File: src/rtl/sram_flit_source.sv
// Reads a block of SRAM words and emits one HF/BF/TF triple per word; 3 cycles/flit, first flit 3 cycles after start.
// Holds the triple while flit_ready is low. Define FLIT_CHECKSUM_EN to carry a running XOR checksum in TF[7:0].
module sram_flit_source #(
    parameter int ADDR_W = 10,
    parameter int LEN_W  = 8
) (
    input  logic              clk,
    input  logic              reset,
    input  logic              start,
    input  logic [ADDR_W-1:0] base_addr,
    input  logic [LEN_W-1:0]  length,
    input  logic [7:0]        src_addr,
    input  logic [7:0]        dest_addr,
    output logic              sram_rd_en,
    output logic [ADDR_W-1:0] sram_addr,
    input  logic [15:0]       sram_data_in,
    output logic [15:0]       HF,
    output logic [15:0]       BF,
    output logic [15:0]       TF,
    output logic              flit_valid,
    input  logic              flit_ready,
    output logic              flit_last,
    output logic              busy,
    output logic              done
);

    typedef enum logic [2:0] {S_IDLE, S_READ, S_WAIT, S_HOLD, S_DONE} state_t;

    state_t            r_state;
    state_t            w_next;
    logic [ADDR_W-1:0] r_addr;
    logic [LEN_W-1:0]  r_remaining;
    logic [7:0]        r_seq;
    logic [7:0]        r_src;
    logic [7:0]        r_dest;
    logic              r_rd_en;
    logic [ADDR_W-1:0] r_sram_addr;
    logic [15:0]       r_hf;
    logic [15:0]       r_bf;
    logic [15:0]       r_tf;
    logic              r_last;
    logic              w_accept;
    logic              w_hs;
    logic              w_more;
    logic [7:0]        w_tf_lo;

    assign w_accept = (r_state == S_IDLE) && start;
    assign w_hs     = (r_state == S_HOLD) && flit_ready;
    assign w_more   = r_remaining > LEN_W'(1);

`ifdef FLIT_CHECKSUM_EN
    logic [7:0] r_cksum;
    logic [7:0] w_cksum_next;

    assign w_cksum_next = r_cksum ^ sram_data_in[15:8] ^ sram_data_in[7:0];
    assign w_tf_lo      = w_cksum_next;

    always_ff @(posedge clk or posedge reset) begin
        if (reset) begin
            r_cksum <= 8'h00;
        end else if (w_accept) begin
            r_cksum <= 8'h00;
        end else if (r_state == S_WAIT) begin
            r_cksum <= w_cksum_next;
        end
    end
`else
    assign w_tf_lo = 8'h00;
`endif

    always_ff @(posedge clk or posedge reset) begin
        if (reset) begin
            r_state <= S_IDLE;
        end else begin
            r_state <= w_next;
        end
    end

    always_comb begin
        w_next     = r_state;
        flit_valid = 1'b0;
        busy       = 1'b1;
        done       = 1'b0;
        case (r_state)
            S_IDLE: begin
                busy = 1'b0;
                if (start) begin
                    w_next = (length != '0) ? S_READ : S_DONE;
                end
            end
            S_READ: w_next = S_WAIT;
            S_WAIT: w_next = S_HOLD;
            S_HOLD: begin
                flit_valid = 1'b1;
                if (flit_ready) begin
                    w_next = w_more ? S_READ : S_DONE;
                end
            end
            S_DONE: begin
                done   = 1'b1;
                w_next = S_IDLE;
            end
            default: w_next = S_IDLE;
        endcase
    end

    // Read strobe and address are registered so the address holds steady outside READ.
    always_ff @(posedge clk or posedge reset) begin
        if (reset) begin
            r_addr      <= '0;
            r_remaining <= '0;
            r_seq       <= 8'h00;
            r_src       <= 8'h00;
            r_dest      <= 8'h00;
            r_rd_en     <= 1'b0;
            r_sram_addr <= '0;
            r_hf        <= 16'h0000;
            r_bf        <= 16'h0000;
            r_tf        <= 16'h0000;
            r_last      <= 1'b0;
        end else begin
            r_rd_en <= 1'b0;
            if (w_accept) begin
                r_addr      <= base_addr;
                r_remaining <= length;
                r_src       <= src_addr;
                r_dest      <= dest_addr;
                r_seq       <= 8'h00;
                if (length != '0) begin
                    r_rd_en     <= 1'b1;
                    r_sram_addr <= base_addr;
                end
            end else if (w_hs) begin
                r_addr      <= r_addr + ADDR_W'(1);
                r_remaining <= r_remaining - LEN_W'(1);
                r_seq       <= r_seq + 8'd1;
                if (w_more) begin
                    r_rd_en     <= 1'b1;
                    r_sram_addr <= r_addr + ADDR_W'(1);
                end
            end
            if (r_state == S_WAIT) begin
                r_hf   <= {r_dest, r_src};
                r_bf   <= sram_data_in;
                r_tf   <= {r_seq, w_tf_lo};
                r_last <= (r_remaining == LEN_W'(1));
            end
        end
    end

    assign sram_rd_en = r_rd_en;
    assign sram_addr  = r_sram_addr;
    assign HF         = r_hf;
    assign BF         = r_bf;
    assign TF         = r_tf;
    assign flit_last  = r_last;

endmodule

File: config.mk
export PLATFORM = sky130hd
export DESIGN_NAME = sram_flit_source
export DESIGN_NICKNAME = d
export VERILOG_FILES = /design/src/rtl/sram_flit_source.sv
export SDC_FILE = /design/constraint.sdc
export NUM_CORES = 1
export LEC_CHECK = 0
export CAP_MARGIN = 20
export CELL_PAD_IN_SITES_DETAIL_PLACEMENT = 1
export CELL_PAD_IN_SITES_GLOBAL_PLACEMENT = 2
export CORE_MARGIN = 2
export CORE_UTILIZATION = 31
export DETAILED_ROUTE_END_ITERATION = 8
export GPL_ROUTABILITY_DRIVEN = 0
export PLACE_DENSITY_LB_ADDON = 0.1
export SYNTH_ARGS = -nofsm -noshare
export SYNTH_HDL_FRONTEND = slang
export SYNTH_SLANG_ARGS = --single-unit
File: constraint.sdc
create_clock -name clk -period 3.61 [get_ports clk]
set_input_delay 0.361 -clock clk [delete_from_list [all_inputs] [get_ports clk]]
set_output_delay 0.361 -clock clk [all_outputs]
set_load 0.02 [all_outputs]
==> flow_summary_export.csv <==
group,metric,value,unit
power,vdd_drop_max,0.296,mV
finish,nets,551,
sta,tightestPinTransition,0.650,ns
yosys,avgSynthCellArea,11.3,um^2
grt,grt_pass1_vias,3398,
setup_path,critPathArrivalTime,2.80,ns
yosys,ys_warn_count,0,
clock_network,ctsHoldBuffers,0,
floorplanning,rows,43,
hold_path,hold_class,"primary input to async pin",
status,status,"finished clean",
power,clock_power_share,20.5,%
setup_path,slowest_stage,"or4b_2",
sta,skew,0.00895,ns
grt,antenna_found_initial,0,
finish,stdcell_count,678,
clock_network,cts-root-buf,"clkbuf_16",
grt,grt_pass1_wl,18200,um
sta,setup_ws,1.04,ns
setup_path,critPathMaxFanout,27,
clock_network,postCtsSetupBuffers,0,
drt,drt_iter0_markers,90,
placed_design,dpl_worst_slack,0.782,ns
yosys,syn_inst,387,
finish,register_area,2430,um^2
setup_path,worstPathRequired,3.84,ns
clock_network,cts_resized,0,
placed_design,dp.cells,661,
yosys,yosysSeqAreaShare,55.7,%
drt,vias,3243,
sta,final.setup.tns,0,ns
clock_network,numCtsBuffers,9,
clock_network,clock_latency,0.35,ns
grt,grt_usage,15.7,%
setup_path,start_kind,"flop",
finish,fillers,1499,
floorplanning,die_x,123,um
sta,fmax,389,MHz
finish,synthToLayoutAreaGrowth,36.6,%
sta,post-route-period-util,71.2,%
clock_network,cts_num_sinks,97,
power,swShare,36.5,%
finish,final_layout_size_suffix_gt1_share,16.3,%
setup_path,cp_num_buf_inv,1,
drt,post_drt_wl_per_cell,16.3,um
power,pwr-share-seq,36.9,%
setup_path,crit_chain,"or4b_2 -> buf_4 -> nor2_1 -> a31oi_1 -> mux2_1",
sta,slew-limit-headroom,56.7,%
grt,overflow,0,
power,p_sw,1.93,mW
setup_path,slowest_delay,1.07,ns
sta,hold_viol,0,
sta,setup_viol,0,
placed_design,portBuffers,108,
floorplanning,die_area,15000,um^2
clock_network,clk_path_buf_depth,2,
sta,rsz0062_at_grt,"no",
floorplanning,core_region_area,13800,um^2
setup_path,crit_family,"simple AND/OR/NAND/NOR gates",
floorplanning,fp.dieH,123,um
yosys,ys_seq_elements,97,
grt,grt_max_degree,85,
floorplanning,start_util,31.5,%
drt,drtPass1Iterations,4,
yosys,synthesis.area,4360,um^2
clock_network,htreeDepth,3,
setup_path,r2r_cells,5,
setup_path,critPathKind,"flop to flop",
setup_path,crit_path_end_kind,"flop",
power,power_density,887,nW/um^2
drt,post-route-drc-count,0,
clock_network,cts_tree,"built",
drt,viasPerCell,4.78,
setup_path,cp.depth,5,
yosys,ys_types,46,
drt,drtAntennaViolNets,0,
placed_design,dp_hpwl,7650,um
power,p_int,3.36,mW
sta,finalCriticalPeriod,2.57,ns
clock_network,clkTransAtPathRegs,0.08,ns
floorplanning,boundaryPins,117,
finish,multiInputGateArea,1790,um^2
drt,wirelength,11000,um
run,maxCapViolations,0,
power,p_comb_share,42.6,%
sta,final_max_slew_viol_count,0,
finish,diodes,0,
power,p_leak,2.57,nW
-- layout make-up --
type                    count  area share [%]
well taps                 180            3.78
inverters                   6           0.420
repair buffers            115            19.4
flip-flops and latches     97            40.8
clock buffers               9            3.78
multi-input cells         264            30.0
clock inverters             7            1.83
-- power groups by stage --
stage | clock, mW | sequential (mW) | combinational (mW)
3_5_place_dp | 0 | 1.97 | 2.29
2_1_floorplan | 0 | 2.16 | 1.16
3_3_place_gp | 0 | 1.95 | 2.24
6_report | 1.08 | 1.95 | 2.25
4_1_cts | 1.11 | 1.96 | 2.29
5_1_grt | 1.17 | 2.03 | 2.45
-- logic make-up after synthesis --
group	after synthesis	synth area share [%]
simple gates	139	15.1
flops	97	55.7
mux	54	14.5
compound gates	45	6.60
buf+inv	33	4.02
xor+xnor	14	2.81
fa+ha+maj	4	1.15
other cells	1	0.0860
-- layout by cell type (no fill, tap or decap), drive strengths merged, types with 2 or more instances in the layout --
master and count:
clkdlybuf4s50 108, dfrtp 97, nand2 72, mux2 53, nor2 19, o21ai 13
nand3 13, a21oi 11, inv 10, clkbuf 9, nand4 8, nor3 8
xnor2 8, conb 8, buf 7, xor2 6, a31oi 5, or3 4
o211ai 4, nor4 4, ha 4, or4 3, o31ai 2, o21bai 2
bufinv 2, nor3b 2
-- cell usage after synthesis, drive strengths merged --
cell    count  area (um^2)
inv         6         22.5
a31oi       5         31.3
nor4b       1         23.8
mux2       53          623
or4b        1         10.0
and2        1         6.26
nor2       19         71.3
conb        1         3.75
o221ai      1         8.76
o211a       1         10.0
a21oi      11         55.1
o21bai      2         15.0
o21ai      13         65.1
and3        1         6.26
or4         3         22.5
nand2      72          270
a21boi      1         7.51
o31ai       2         15.0
mux2i       1         10.0
dfrtp      97         2430
nand4b      1         8.76
clkbuf      8         31.3
o22a        1         17.5
o211ai      4         30.0
a22oi       1         7.51
o22ai       1         6.26
nor3b       2         20.0
nor4        4         25.0
or3         4         25.0
nand4       8         50.1
a21bo       1         10.0
xnor2       8         70.1
buf        19          121
nand3      13         70.1
and4b       1         10.0
o311ai      1         8.76
xor2        6         52.6
ha          4         50.1
nor3        8         40.0
-- state kept, by name, indices dropped and copies added (netlist names) --
signal	count
BF	16
HF	16
r_addr	10
sram_addr	10
TF	8
r_dest	8
r_remaining	8
r_seq	8
r_src	8
r_state	3
flit_last	1
sram_rd_en	1
-- through the flow --
stage / util [%] / cell area (um^2) / power (mW) / hold slack (ns)
4_1_cts: 42.9 / 5930 / 5.36 / 0.479
5_1_grt: 43.1 / 5950 / 5.66 / 0.324
3_3_place_gp: 40.4 / 5590 / 4.19 / 0.452
2_1_floorplan: - / 4390 / 3.33 / 0.440
3_5_place_dp: 40.4 / 5590 / 4.25 / 0.462
6_report: 43.1 / 5950 / 5.28 / 0.300
-- metal layers --
| metal | up-vias | share of wire (%) | track usage (%) |
|---|---|---|---|
| li1 | 1543 | - | - |
| met1 | 1630 | 45 | 20.9 |
| met2 | 61 | 50 | 25.4 |
| met3 | 9 | 3.4 | 2.79 |
| met4 | 0 | 1.6 | 6.39 |
| met5 | - | 0 | 0 |
-- worst paths after layout --
path / to / slack (ns) / from
max reg2reg: sram_addr[8] / 1.04 / r_state[2]
min in group clk: r_dest[4] / 0.47 / r_dest[4]
min reg2reg: r_dest[4] / 0.47 / r_dest[4]
max: sram_addr[8] / 1.04 / r_state[2]
max in group asynchronous: BF[7] / 2.42 / reset
min: BF[13] / 0.30 / reset
Note: power is estimated with default switching activity, not from simulation.
